## src/rtl/mips_ext_pkg.sv

```systemverilog
// Shared types for the MIPS immediate-extension path: extension modes and
// the storage-state encoding used by the pipelined extender.
package mips_ext_pkg;

    typedef logic [1:0] ext_mode_t;

    localparam ext_mode_t EXT_SEXT      = 2'd0;
    localparam ext_mode_t EXT_ZEXT      = 2'd1;
    localparam ext_mode_t EXT_UPPER     = 2'd2;
    localparam ext_mode_t EXT_SEXT_SHL2 = 2'd3;

    typedef enum logic [1:0] {
        ST_EMPTY = 2'd0,
        ST_ONE   = 2'd1,
        ST_TWO   = 2'd2
    } store_state_t;

    // True when the output is wide enough to hold a sign-extended value shifted by 2.
    function automatic bit ext_width_ok(input int in_w, input int out_w);
        return out_w >= in_w + 2;
    endfunction

endpackage

```

## src/rtl/imm_ext_core.sv

```systemverilog
// Combinational immediate extender; shared by the pipelined extender and the
// ALU-immediate path.
module imm_ext_core
    import mips_ext_pkg::*;
#(
    parameter int IN_W  = 16,
    parameter int OUT_W = 32
) (
    input  logic [IN_W-1:0]  imm,
    input  ext_mode_t        mode,
    output logic [OUT_W-1:0] data
);

    localparam int PAD_W = OUT_W - IN_W;

    if (!ext_width_ok(IN_W, OUT_W)) begin : g_bad_width
        $error("imm_ext_core: OUT_W must be at least IN_W+2");
    end

    logic [OUT_W-1:0] sext_val;
    logic [OUT_W-1:0] zext_val;
    logic [OUT_W-1:0] upper_val;
    logic [OUT_W-1:0] shl2_val;

    assign sext_val  = {{PAD_W{imm[IN_W-1]}}, imm};
    assign zext_val  = {{PAD_W{1'b0}}, imm};
    assign upper_val = {imm, {PAD_W{1'b0}}};
    // Dropping the top two sign copies loses nothing given the width guarantee.
    assign shl2_val  = {sext_val[OUT_W-3:0], 2'b00};

    always_comb begin
        data = sext_val;
        case (mode)
            EXT_SEXT:      data = sext_val;
            EXT_ZEXT:      data = zext_val;
            EXT_UPPER:     data = upper_val;
            EXT_SEXT_SHL2: data = shl2_val;
            default:       data = sext_val;
        endcase
    end

endmodule

```

## src/rtl/imm_extend_pipe.sv

```systemverilog
// Pipelined immediate extender: one-cycle latency, valid/ready handshake with
// an output register plus one skid slot so decode can keep issuing under stall.
module imm_extend_pipe
    import mips_ext_pkg::*;
#(
    parameter int IN_W  = 16,
    parameter int OUT_W = 32,
    parameter int TAG_W = 4
) (
    input  logic             clk,
    input  logic             rst_n,
    input  logic             in_valid,
    output logic             in_ready,
    input  logic [IN_W-1:0]  in_imm,
    input  logic [1:0]       in_mode,
    input  logic [TAG_W-1:0] in_tag,
    output logic             out_valid,
    input  logic             out_ready,
    output logic [OUT_W-1:0] out_data,
    output logic [TAG_W-1:0] out_tag
);

    if (TAG_W < 1) begin : g_bad_tag
        $error("imm_extend_pipe: TAG_W must be at least 1");
    end

    logic [OUT_W-1:0] ext_data;

    imm_ext_core #(
        .IN_W  (IN_W),
        .OUT_W (OUT_W)
    ) u_core (
        .imm  (in_imm),
        .mode (in_mode),
        .data (ext_data)
    );

    store_state_t     state_q, state_d;
    logic [OUT_W-1:0] out_data_q, out_data_d;
    logic [TAG_W-1:0] out_tag_q, out_tag_d;
    logic [OUT_W-1:0] skid_data_q, skid_data_d;
    logic [TAG_W-1:0] skid_tag_q, skid_tag_d;
    logic             in_ready_q, in_ready_d;

    logic accept;
    logic drain;

    assign in_ready  = in_ready_q;
    assign out_valid = (state_q != ST_EMPTY);
    assign out_data  = out_data_q;
    assign out_tag   = out_tag_q;

    assign accept = in_valid && in_ready_q;
    assign drain  = out_valid && out_ready;

    always_comb begin
        state_d     = state_q;
        out_data_d  = out_data_q;
        out_tag_d   = out_tag_q;
        skid_data_d = skid_data_q;
        skid_tag_d  = skid_tag_q;
        case (state_q)
            ST_EMPTY: begin
                if (accept) begin
                    out_data_d = ext_data;
                    out_tag_d  = in_tag;
                    state_d    = ST_ONE;
                end
            end
            ST_ONE: begin
                if (accept && drain) begin
                    out_data_d = ext_data;
                    out_tag_d  = in_tag;
                end else if (accept) begin
                    skid_data_d = ext_data;
                    skid_tag_d  = in_tag;
                    state_d     = ST_TWO;
                end else if (drain) begin
                    state_d = ST_EMPTY;
                end
            end
            ST_TWO: begin
                // in_ready is low here, so only the skid-to-output move can happen.
                if (drain) begin
                    out_data_d = skid_data_q;
                    out_tag_d  = skid_tag_q;
                    state_d    = ST_ONE;
                end
            end
            default: state_d = ST_EMPTY;
        endcase
        in_ready_d = (state_d != ST_TWO);
    end

    always_ff @(posedge clk) begin
        if (!rst_n) begin
            state_q     <= ST_EMPTY;
            out_data_q  <= '0;
            out_tag_q   <= '0;
            skid_data_q <= '0;
            skid_tag_q  <= '0;
            in_ready_q  <= 1'b0;
        end else begin
            state_q     <= state_d;
            out_data_q  <= out_data_d;
            out_tag_q   <= out_tag_d;
            skid_data_q <= skid_data_d;
            skid_tag_q  <= skid_tag_d;
            in_ready_q  <= in_ready_d;
        end
    end

endmodule

```

## config.mk

```make
export PLATFORM = sky130hd
export DESIGN_NAME = imm_extend_pipe
export DESIGN_NICKNAME = d
export VERILOG_FILES = /design/src/rtl/mips_ext_pkg.sv /design/src/rtl/imm_ext_core.sv /design/src/rtl/imm_extend_pipe.sv
export SDC_FILE = /design/constraint.sdc
export NUM_CORES = 1
export LEC_CHECK = 0
export ABC_AREA = 0
export BUFFER_PORTS_ARGS = -buffer_cell sky130_fd_sc_hd__buf_2
export CORE_MARGIN = 2
export CORE_UTILIZATION = 49
export DETAILED_ROUTE_END_ITERATION = 10
export PLACE_DENSITY = 0.78
export REMOVE_ABC_BUFFERS = 1
export SLEW_MARGIN = 5
export SYNTH_ARGS = -nofsm -noshare
export SYNTH_HDL_FRONTEND = slang
export SYNTH_SLANG_ARGS = --single-unit
```

## constraint.sdc

```tcl
create_clock -name clk -period 1.36 [get_ports clk]
set_input_delay 0.068 -clock clk [delete_from_list [all_inputs] [get_ports clk]]
set_output_delay 0.068 -clock clk [all_outputs]
set_load 0.02 [all_outputs]
```

==> results_dict.tcl <==
set metrics [dict create \
    status "complete, but fails checks" \
    violations "negative setup slack" \
    ys_top_cells_by_area "dfxtp_1, a22o_1, nor2_1, nand2_1, a21oi_1" \
    leakage_nw 1.77 \
    drcViolationCount 0 \
    layout-drive-gt1-share_pct 33.7 \
    routabilityCongestion 0.897 \
    timing.rr.start "state_q[1]" \
    r2r_setup_slack_ns -0.09 \
    numClockSinks 75 \
    ant_nets 0 \
    crit_start "state_q[1]" \
    synthXorXnorAreaFrac_pct 0 \
    ctsLongestPathBuffers 2 \
    synthMuxAreaShare_pct 2.79 \
    start_kind "flop" \
    synth_top_area_share_pct 46.4 \
    fp.coreArea_sq_um 6350 \
    fin_nets 485 \
    synth-seq-cells 75 \
    drv_cap 0 \
    initial_core_util_pct 50.9 \
    hold_viol_final 0 \
    syn-cell-area_sq_um 3230 \
    firstDrtPassIters 5 \
    antenna_found_initial 0 \
    fin_crit_ns 1.45 \
    power_w 0.00465 \
    grt_usage_pct 23.8 \
    fin_ws_ns -0.0934 \
    gr-total-overflow 0 \
    numPortBuffers 63 \
    hpwl_mm 5.58 \
    maxSlewHeadroom_pct 61.2 \
    num_vias 3136 \
    die_area_sq_um 7270 \
    avgRoutedWirePerCell_um 17.1 \
    htree_levels 3 \
    syn_inst 370 \
    utilization_pct 67.2 \
    grt_max_degree 31 \
    die-height_um 85.2 \
    yosysTopAreaCell "dfxtp_1" \
    synthSimpleGateAreaFrac_pct 17.6 \
    synth_warnings 0 \
    place_ws_ns -0.105 \
    synthDistinctLibCells 34 \
    crit_required_ns 1.61 \
    critPathArrivalTime_ns 1.70 \
    path_buf_inv 1 \
    tritoncts "built" \
    synth_compound_area_share_pct 26.8 \
    grt_pass1_vias 2908 \
    worstPathCellList "nand2_2 -> o221ai_4 -> nor2_2 -> buf_4 -> a22o_1" \
    cpPeakStageDelay_ns 0.39 \
    clk_pin_slew_ns 0.07 \
    viasPerCell 5.81 \
    setup_viol 62 \
    criticalPathCategory "reg2reg" \
    worstMarginPinSlew_ns 0.582 \
    antenna_cells 0 \
    crit_family "compound AO/OA/AOI/OAI gates" \
    rows 29 \
    synth_fa_ha_area_share_pct 0 \
    synth_top_family_by_area "compound AO/OA/AOI/OAI gates" \
    cts_made_buffers 9 \
    syn_to_final_growth_pct 31.9 \
    die_w_um 85.2 \
    critPathMaxFanout 13 \
    fin_skew_ns 0.00406 \
    cp_slowest_cell "dfxtp_2" \
    avgSynthCellArea_sq_um 8.74 \
    drt-initial-drc-count 360 \
    powerDensity_nw_per_um2 1090 \
    min_period_over_period_pct 107 \
    root_buffer "clkbuf_8" \
    yosysSeqAreaShare_pct 46.4 \
    hold_class "in2reg" \
    hold_start "out_ready" \
    setup.worst_path.end_class "flop" \
    report.final.slew_viol_count 0 \
    ir_drop_v 0.000714 \
    fmax_ghz 0.688 \
    pin_count 64 \
    rsz0062_at_grt "yes" \
    wl_mm 9.23 \
    grt_pass1_wl_mm 13.7 \
    clock_latency_ns 0.36 \
]
## metrics by stage
step	hold slack [ns]	cell area (sq um)	std cells	TNS (ns)
3_3_place_gp	0.318	3730	507	-2.43
3_5_place_dp	0.329	3730	507	-5.21
5_1_grt	0.0251	4270	540	-7.80
2_1_floorplan	0.146	3040	338	-58.61
4_1_cts	0.00302	4050	529	-2.82
6_report	0.0156	4270	540	-3.39
## layout by cell type, fill, tap and decap left out, drive strengths merged, types with 14 or more instances in the layout
cell type / count
a21oi: 32
buf: 102
nor2: 47
a22o: 28
a31oi: 14
dfxtp: 75
o21ai: 28
nor2b: 18
a211oi: 14
nand2: 43
clkbuf: 16
## synth_stat cells
cell / number
nand4bb_1: 1
o221ai_2: 1
o2bb2ai_1: 1
nor2_2: 1
clkinv_1: 1
nor3_1: 1
a211oi_1: 11
dfxtp_1: 75
nand3_1: 1
and2_1: 4
nand2b_1: 2
or2_2: 1
nor2_1: 46
nor2b_1: 18
nand2_1: 43
inv_1: 1
buf_6: 5
buf_2: 12
a21oi_1: 32
a31oi_1: 14
or3b_2: 1
o21ai_0: 28
a311oi_1: 7
mux2i_1: 9
clkbuf_1: 8
nor3_4: 1
buf_4: 7
a22o_1: 28
a211oi_2: 3
a211o_1: 1
nand3_2: 1
o21a_1: 2
nand3b_1: 2
o22ai_1: 1
## worst paths after layout
kind                  endpoint  cells after the start
setup / recovery  out_data[28]                      5
hold / removal      state_q[1]                      2
setup reg to reg  out_data[28]                      5
hold reg to reg   out_data[21]                      1
## cell type report
class | instances | area [sq um]
Tap cell | 77 | 96.3
Clock buffer | 12 | 145
Multi-Input combinational cell | 261 | 1650
Timing Repair Buffer | 110 | 841
Clock inverter | 3 | 15.0
Fill cell | 512 | 2080
Sequential cell | 75 | 1510
Inverter | 2 | 7.51
## kinds of logic (layout without fill, tap and decap cells)
family	count (synthesis)	after routing
buffers and inverters	34	127
multiplexers	9	9
flip-flops	75	75
AND/OR/NAND/NOR	123	123
AO/OA/AOI/OAI	129	129
## power breakdown
part / switching [W] / internal (W) / leakage [nW] / total [W]
clock: 0.000804 / 0.000695 / 0.0860 / 0.00150
combinational: 0.000464 / 0.000344 / 1.07 / 0.000808
sequential: 0.0000531 / 0.00229 / 0.611 / 0.00235
total: 0.00132 / 0.00333 / 1.77 / 0.00465
## metal layers
| layer | up-vias | part of all wire, % | global-route usage, % |
|---|---|---|---|
| met2 | 128 | 49 | 38.7 |
| met1 | 1496 | 43 | 30.3 |
| met4 | 0 | 1.4 | 10.4 |
| li1 | 1498 | - | - |
| met5 | - | 0 | 0 |
| met3 | 14 | 7.1 | 5.35 |
## worst reg2reg max path: cells and delay by family (launching register included)
family	cells	cell delay [ns]
compound gates	2	0.58
buf+inv	1	0.19
flops	1	0.39
simple gates	2	0.18
## state kept, by name, indices dropped and copies added (netlist names)
name and cells:
in_ready 1, out_data 32, out_tag 4, skid_data_q 32, skid_tag_q 4, state_q 2
## repair_timing
| item | in CTS | in global routing |
|---|---|---|
| hold buffers | 4 | 0 |
| setup buffers | 3 | 7 |
| cloned | 0 | 4 |
| pin swaps | 10 | 7 |
| gates resized for setup | 26 | 20 |
| hold endpoints to repair | 8 | 0 |
| endpoints found under the setup margin | 72 | 74 |
(Power assumes the default switching activity.)
